<file path="src/rtl/wb_block_copier.sv">
// wb_block_copier: Wishbone classic single-beat master that copies a block
// of 32-bit words from a source range to a destination range, one read then
// one write per word, with an idle bus cycle between transactions and a
// per-transaction ack timeout.
module wb_block_copier #(
    parameter int LEN_W   = 16,
    parameter int TIMEOUT = 64
) (
    input  logic             wb_clk_i,
    input  logic             wb_rst_i,
    input  logic             cmd_start,
    input  logic [31:0]      cmd_src,
    input  logic [31:0]      cmd_dst,
    input  logic [LEN_W-1:0] cmd_len,
    output logic             busy,
    output logic             done,
    output logic             err,
    output logic [LEN_W-1:0] words_done,
    output logic             wbm_cyc_o,
    output logic             wbm_stb_o,
    output logic             wbm_we_o,
    output logic [3:0]       wbm_sel_o,
    output logic [31:0]      wbm_adr_o,
    output logic [31:0]      wbm_dat_o,
    input  logic [31:0]      wbm_dat_i,
    input  logic             wbm_ack_i
);

    localparam logic [2:0] S_IDLE  = 3'd0;
    localparam logic [2:0] S_RD    = 3'd1;
    localparam logic [2:0] S_GAP_W = 3'd2;
    localparam logic [2:0] S_WR    = 3'd3;
    localparam logic [2:0] S_GAP_R = 3'd4;
    localparam logic [2:0] S_FIN   = 3'd5;

    localparam int             TMO_W    = $clog2(TIMEOUT);
    localparam logic [TMO_W-1:0] TMO_LAST = TMO_W'(TIMEOUT - 1);

    logic [2:0]       state;
    logic [2:0]       state_nxt;
    logic [31:0]      src_ptr;
    logic [31:0]      dst_ptr;
    logic [LEN_W-1:0] remaining;
    logic [31:0]      data_reg;
    logic [TMO_W-1:0] tmo_cnt;
    logic             in_xfer;
    logic             tmo_hit;
    logic             nxt_xfer;
    logic             nxt_busy;
    logic [31:0]      adr_nxt;

    assign in_xfer  = (state == S_RD) || (state == S_WR);
    assign tmo_hit  = (tmo_cnt == TMO_LAST);
    assign nxt_xfer = (state_nxt == S_RD) || (state_nxt == S_WR);
    assign nxt_busy = (state_nxt == S_RD) || (state_nxt == S_GAP_W) ||
                      (state_nxt == S_WR) || (state_nxt == S_GAP_R);

    // Next-state decision: ack wins over a same-cycle timeout; zero-length
    // commands go straight to FIN so they still produce a done pulse.
    always_comb begin
        state_nxt = state;
        case (state)
            S_IDLE: begin
                if (cmd_start) begin
                    state_nxt = (cmd_len != '0) ? S_RD : S_FIN;
                end
            end
            S_RD: begin
                if (wbm_ack_i) begin
                    state_nxt = S_GAP_W;
                end else if (tmo_hit) begin
                    state_nxt = S_FIN;
                end
            end
            S_GAP_W: state_nxt = S_WR;
            S_WR: begin
                if (wbm_ack_i) begin
                    state_nxt = (remaining == LEN_W'(1)) ? S_FIN : S_GAP_R;
                end else if (tmo_hit) begin
                    state_nxt = S_FIN;
                end
            end
            S_GAP_R: state_nxt = S_RD;
            S_FIN:   state_nxt = S_IDLE;
            default: state_nxt = S_IDLE;
        endcase
    end

    // Address presented in the coming bus cycle: a fresh copy reads straight
    // from the command, later reads use the advanced source pointer.
    always_comb begin
        adr_nxt = 32'h0;
        if (state_nxt == S_RD) begin
            adr_nxt = (state == S_IDLE) ? cmd_src : src_ptr;
        end else if (state_nxt == S_WR) begin
            adr_nxt = dst_ptr;
        end
    end

    // Control state, pointers, counters and the sticky timeout flag.
    always_ff @(posedge wb_clk_i) begin
        if (wb_rst_i) begin
            state      <= S_IDLE;
            src_ptr    <= '0;
            dst_ptr    <= '0;
            remaining  <= '0;
            data_reg   <= '0;
            tmo_cnt    <= '0;
            err        <= 1'b0;
            words_done <= '0;
        end else begin
            state   <= state_nxt;
            tmo_cnt <= (in_xfer && (state_nxt == state)) ? tmo_cnt + TMO_W'(1) : '0;
            case (state)
                S_IDLE: begin
                    if (cmd_start && (cmd_len != '0)) begin
                        src_ptr    <= cmd_src;
                        dst_ptr    <= cmd_dst;
                        remaining  <= cmd_len;
                        err        <= 1'b0;
                        words_done <= '0;
                    end
                end
                S_RD: begin
                    if (wbm_ack_i) begin
                        data_reg <= wbm_dat_i;
                        src_ptr  <= src_ptr + 32'd4;
                    end else if (tmo_hit) begin
                        err <= 1'b1;
                    end
                end
                S_WR: begin
                    if (wbm_ack_i) begin
                        dst_ptr    <= dst_ptr + 32'd4;
                        words_done <= words_done + LEN_W'(1);
                        remaining  <= remaining - LEN_W'(1);
                    end else if (tmo_hit) begin
                        err <= 1'b1;
                    end
                end
                default: ;
            endcase
        end
    end

    // Registered bus and status outputs, derived from the state being entered
    // so stb/cyc fall on the very edge that samples ack.
    always_ff @(posedge wb_clk_i) begin
        if (wb_rst_i) begin
            wbm_cyc_o <= 1'b0;
            wbm_stb_o <= 1'b0;
            wbm_we_o  <= 1'b0;
            wbm_sel_o <= 4'h0;
            wbm_adr_o <= 32'h0;
            wbm_dat_o <= 32'h0;
            done      <= 1'b0;
            busy      <= 1'b0;
        end else begin
            wbm_cyc_o <= nxt_xfer;
            wbm_stb_o <= nxt_xfer;
            wbm_we_o  <= (state_nxt == S_WR);
            wbm_sel_o <= nxt_xfer ? 4'hF : 4'h0;
            wbm_adr_o <= adr_nxt;
            wbm_dat_o <= (state_nxt == S_WR) ? data_reg : 32'h0;
            done      <= (state_nxt == S_FIN);
            busy      <= nxt_busy;
        end
    end

endmodule

</file>
<file path="config.mk">
export PLATFORM = sky130hd
export DESIGN_NAME = wb_block_copier
export DESIGN_NICKNAME = d
export VERILOG_FILES = /design/src/rtl/wb_block_copier.sv
export SDC_FILE = /design/constraint.sdc
export NUM_CORES = 1
export LEC_CHECK = 0
export BUFFER_PORTS_ARGS = -buffer_cell sky130_fd_sc_hd__buf_2
export CAP_MARGIN = 30
export CORE_MARGIN = 1
export CORE_UTILIZATION = 55
export CTS_CLUSTER_DIAMETER = 60
export CTS_CLUSTER_SIZE = 30
export DETAILED_ROUTE_END_ITERATION = 10
export HOLD_SLACK_MARGIN = 0.12
export PLACE_DENSITY = 0.8
export SETUP_SLACK_MARGIN = 0.5
export SYNTH_ARGS = -nofsm -noshare
export SYNTH_HDL_FRONTEND = slang
export SYNTH_SLANG_ARGS = --single-unit
export TNS_END_PERCENT = 50
</file>
<file path="constraint.sdc">
create_clock -name wb_clk_i -period 2.5 [get_ports wb_clk_i]
set_input_delay 0.125 -clock wb_clk_i [delete_from_list [all_inputs] [get_ports wb_clk_i]]
set_output_delay 0.125 -clock wb_clk_i [all_outputs]
set_load 0.02 [all_outputs]
</file>
Yosys cells after proc, flatten, opt, wreduce, memory -nomap -nowiden
Cells that the tools add are included.
{"block": "totals", "ff_bits": 210, "latchBits": 0, "mem_bits_rw": 0, "romBits": 0, "in_bits": 116, "elab_cells": 85, "n_memories": 0}
{"block": "op_classes", "addsub": 5, "mul": 0, "n_div": 0, "order_cmp": 0, "n_eq_ne": 17, "shift": 0, "mux": 27, "bitwise_logic": 2, "n_reduce_logical": 19}
{"cell": "2-to-1 mux 32 bit", "count": 7}
{"cell": "one-hot mux 32 bit (2 select lines)", "count": 2}
{"cell": "adder 32 x 3 -> 32 bit, second input constant", "count": 2}
{"cell": "2-to-1 mux 16 bit", "count": 4}
{"cell": "one-hot mux 16 bit (2 select lines)", "count": 2}
{"cell": "adder 16 x 1 -> 16 bit, second input constant", "count": 1}
{"cell": "== test 16 x 1 -> 1 bit, second input constant", "count": 1}
{"cell": "nonzero test 16 bit", "count": 1}
{"cell": "subtractor 16 x 1 -> 16 bit, second input constant", "count": 1}
{"cell": "2-to-1 mux 3 bit", "count": 5}
{"cell": "one-hot mux 3 bit (5 select lines)", "count": 1}
{"cell": "== test 3 x 2 -> 1 bit, second input constant", "count": 4}
{"cell": "== test 3 bit, second input constant", "count": 3}
{"cell": "adder 6 x 1 -> 6 bit, second input constant", "count": 1}
{"cell": "== test 3 x 1 -> 1 bit, second input constant", "count": 2}
{"cell": "== test 6 bit, second input constant", "count": 1}
{"cell": "!= test 2 bit, second input constant", "count": 3}
{"cell": "AND reduction 3 bit", "count": 2}
{"cell": "nonzero test 2 bit", "count": 3}
{"cell": "OR reduction 2 bit", "count": 3}
{"cell": "logical OR 1 bit", "count": 5}
{"cell": "2-to-1 mux 1 bit", "count": 4}
{"cell": "2-to-1 mux 4 bit", "count": 1}
{"cell": "!= test 2 x 1 -> 1 bit, second input constant", "count": 2}
{"cell": "7 further kinds", "count": 9}

Longest topological paths before layout
{"block": "depth", "word_depth": 8, "depth_mapped": 10, "ltp_nobuf": 7}

Worst setup path after synthesis
Ideal clock, no wire load.
{"block": "synth_timing", "kind": "register to register", "startpoint": "register dst_ptr[2]", "endpoint": "register dst_ptr[24]", "t_arrival_ns": 1.888, "required_ns": 2.414, "setup_slack_ns": 0.525, "stages_incl_launch_ff": 7, "n_path_buf": 0, "cell_sequence": "dfxtp_1 ha_1 nand3_2 or4_4 nor3_2 o21ai_1 a221oi_2"}
{"block": "synth_via", "elab_chain_cells": 3}
{"element": "from (decl)", "line_no": "42", "text": "logic [31:0] dst_ptr;"}
{"element": "from (signal assigned)", "line_no": "118", "text": "dst_ptr <= cmd_dst;"}
{"element": "from (signal assigned)", "line_no": "134", "text": "dst_ptr <= dst_ptr + 32'd4;"}
{"element": "adder 32 x 3 -> 32 bit", "line_no": "134"}
{"element": "2-to-1 mux 32 bit", "line_no": "133", "text": "if (wbm_ack_i) begin"}
{"element": "one-hot mux 32 bit (2 select lines)", "line_no": "114", "text": "case (state)"}
No other way between the ends. The select of a mux whose other input is x is not followed.
A chain may end at the register's enable or synchronous reset.

Worst setup path after layout
{"block": "layout_timing", "startpoint": "register tmo_cnt[0]", "endpoint": "register wbm_adr_o[12]"}
{"block": "layout_via", "elab_chain_cells": 7, "elab_cells_between_ends": 9}
{"element": "from (decl)", "line_no": "45", "text": "logic [TMO_W-1:0] tmo_cnt;"}
{"element": "from (signal assigned)", "line_no": "113", "text": "tmo_cnt <= (in_xfer && (state_nxt == state)) ? tmo_cnt + TMO_W'(1) : '0;"}
{"element": "== test 6 bit *", "line_no": "53", "text": "assign tmo_hit = (tmo_cnt == TMO_LAST);"}
{"element": "2-to-1 mux 3 bit *", "line_no": "71, 79"}
{"element": "2-to-1 mux 3 bit (on tied branches)", "line_no": "77, 69"}
{"element": "one-hot mux 3 bit (5 select lines) *", "line_no": "62", "text": "case (state)"}
{"element": "== test 3 x 2 -> 1 bit", "line_no": "95", "text": "end else if (state_nxt == S_WR) begin"}
{"element": "2-to-1 mux 32 bit", "line_no": "95"}
{"element": "2-to-1 mux 32 bit *", "line_no": "93", "text": "if (state_nxt == S_RD) begin"}
{"element": "to (signal assigned)", "line_no": "163", "text": "wbm_adr_o <= adr_nxt;"}
{"element": "to (decl)", "line_no": "23", "text": "output logic [31:0] wbm_adr_o,"}
Mark *: on every way between the ends. The rest lies on a longest branch, timed or not.

==> qor.txt <==
hold path depth = 5
DR top layer = met4
first-pass GRT wire length = 47690 um
Synth Instances = 1181
worst-path cell chain = ha_2 -> nand3_4 -> o21bai_1 -> a311o_1 -> nor3_4 -> buf_6 -> buf_12 -> clkbuf_16 -> o2bb2ai_1
final hold vios = 0
starting density of the core = 0.5637
VDD IR max = 0.5997 mV
number of global-route vias before repair = 9243
Synth Area in XOR/XNOR = 0.007162
routability-driven placement congestion ratio = 0.8800
Leakage = 5.391 nW
antenna cells = 0
WL per Instance = 18.95 um
post-synthesis simple-gate area fraction = 0.2436
1st-iter DRT viols = 1227
layout cells sized above 1 = 0.2537
latest clock arrival within the worst-skew pair = 500 ps
Critical Path Start Type = flip-flop
row count = 48
clk sinks = 206
I/O pins = 206
DP HPWL = 18590 um
overall die width = 135.4 um
Die ar. = 18330 sq um
met2 WL = 15360 um
Setup TNS Final = 0 ps
RR Startpoint = tmo_cnt[0]$_SDFF_PP0_
Crit path largest cell delay = 450 ps
IO Port Bufs = 205
R2R Path End = wbm_adr_o[12]$_SDFF_PP0_
CTS tree = yes
most frequent cells in the layout = buf_2, dfxtp_1, nand2_1
Slowest cell on crit path = a311o_1
mapped cell area = 9783 sq um
critical path class = flip-flop to flip-flop
end point of the worst hold path = src_ptr[0]$_SDFFE_PP0P_
DRC viols = 0
GRT Total Usage = 0.3233
CP bufs+invs = 3
Synth Area in Compound Gates = 0.2376
Post-DRT Antenna Nets = 0
MaxCap Viol Count = 0
CP top delay family = compound AO/OA/AOI/OAI gates
CP arrival = 2520 ps
synthesis-stage register bit count = 206
Total Power = 7.966 mW
Final min period = 2112 ps
commonest non-fill, non-tap cell in the layout = buf_2
Die H = 135.4 um
Syn Area/Cell = 8.284 sq um
Fin Clk Skew = 16.59 ps
Reg2Reg Depth = 9
nets = 1595
DRT Pass-1 Iters = 7
FMAX = 473.5 MHz
mux share of post-synthesis cell area = 0.03069
Register-to-Register Setup Slack = 390 ps
overall routed net length = 32350 um
detailed route wirelength on metal3 = 2829 um
Primary FF master, synth = dfxtp_1
period utilization = 0.8448
post-synthesis cell type count = 77
main combinational cell family by area after synthesis = simple AND/OR/NAND/NOR gates
Vias = 10650
RSZ-0062 raised after global routing = true
fin. max-slew vios = 0
largest net degree at the start of global routing = 80
YS warnings = 0
Power Density = 600.5 nW/um^2
Critical Path End Type = flip-flop
Rel. slew slack = 0.6208
CTS root buf = clkbuf_16
Post-Synth Adder-Cell Area = 0.007674
sequential share of the synthesized area = 0.4215
core region area = 17360 sq um
Synth-to-Final Area Change = 35.61%
Reg clk slew, reported paths = 100 ps
Final setup viols = 0
crit path launch = tmo_cnt[0]$_SDFF_PP0_
Worst Tran Pin Value = 568.8 ps
clk buf depth = 3
HP Class = input pin to flip-flop
Post-synth EDFFs = 0
min-delay src = cmd_start
status = completed
initial antenna violation count = 0
CP Max Fanout = 8
met1 WL = 13120 um
syn nets = 1303
WP data required = 2910 ps
CTS Buf Count = 15
Async S/R FF share, synth = 0
vias per cell = 6.237
H-tree Lvls = 1
grt ovf = 0
-- final cells by class --
cell class              count  area (sq um)
multi-input cells         863          5485
flip-flops and latches    206          4139
fillers                  1227          4090
repair buffers            374          2790
clock buffers              15         375.4
well taps                 225         281.5
clock inverters            11         146.4
inverters                  13         48.80
-- synthesized netlist by cell type (4+ instances only) --
cell         n  area [sq um]
and2_1      37         231.5
ha_1         6         75.07
nor4_2       5         62.56
o2bb2ai_1   35         306.5
a31o_2       7         61.31
nand3_1     37         185.2
nor3_1      38         190.2
clkbuf_1    56         210.2
o31a_1       6         52.55
a41oi_1      4         35.03
xor2_1       4         35.03
and3_1       9         56.30
nand4_1     26         162.7
dfxtp_1    206          4124
buf_2       26         130.1
xnor2_1      4         35.03
nand2_1    171         641.9
inv_1       12         45.04
mux2i_1     30         300.3
a311oi_1     4         35.03
nor2_1      51         191.4
a31oi_1     11         68.82
a32o_1       4         40.04
or3_1        7         43.79
nand2b_1     6         37.54
and4_1      11         96.34
nor3b_1      4         30.03
a21o_1      10         75.07
nor4_1      12         75.07
buf_4       11         82.58
o21ai_1      7         35.03
or4_1       13         97.59
o32ai_1     12         105.1
a211oi_1    17         127.6
o21ai_0     65         325.3
o31ai_1     20         150.1
a21oi_1    134         670.6
nor3_2       4         40.04
-- worst reg2reg max path: cells and delay by family, from the launching register on --
kind / cells / cell delay [ps]
compound gates: 3 / 700
fa+ha+maj: 1 / 210
simple gates: 2 / 340
buf+inv: 3 / 440
flops: 1 / 340
-- through the flow --
step | hold WS, ps | setup WS [ps] | instances | cell area [sq um] | util
3_5_place_dp | 372.8 | 390.8 | 1546 | 11020 | 0.6352
3_3_place_gp | 368.3 | 467.9 | 1546 | 11020 | 0.6352
5_1_grt | 310.8 | 282.4 | 1707 | 13270 | 0.7643
6_report | 265.6 | 387.9 | 1707 | 13270 | 0.7643
4_1_cts | 260.3 | 436.5 | 1693 | 12870 | 0.7414
2_1_floorplan | 261.0 | 525.4 | 1181 | 9783 | -
-- worst max path at each step --
stage | end | slack, ps | cells after the start
floorplan | dst_ptr[24]$_SDFFE_PP0P_ | 530 | 6
global placement | remaining[15]$_SDFFE_PP0P_ | 470 | 7
detailed placement | words_done[9]$_SDFFE_PP0P_ | 390 | 6
CTS | words_done[14]$_SDFFE_PP0P_ | 440 | 6
global route | wbm_adr_o[12]$_SDFF_PP0_ | 280 | 9
finish | wbm_adr_o[12]$_SDFF_PP0_ | 390 | 9
-- power breakdown --
part           internal, mW  switching [mW]
sequential             3.48           0.226
combinational         0.697           0.914
clock                  1.23            1.42
-- kinds of logic (layout without fill, tap and decap cells) --
kind of cell / after synthesis / after routing
compound gates: 362 / 362
flops: 206 / 206
fa+ha+maj: 6 / 6
xor+xnor: 8 / 8
mux: 30 / 30
buf+inv: 112 / 413
simple gates: 457 / 457
-- routing by layer --
layer | vias up | GRT usage
li1 | 4917 | -
met1 | 5016 | 0.4377
met2 | 622 | 0.5299
met3 | 91 | 0.04676
met4 | 0 | 0.1017
met5 | - | 0
-- timing repair --
action                                  CTS  global route
hold endpoints to repair                145             0
gates resized for setup                  19            55
setup buffers                             5            12
hold buffers                            114             0
pin swaps                                 2            12
gates cloned                              2             2
endpoints found under the setup margin  103           157
No activity file was read; power rests on OpenSTA's default activity.
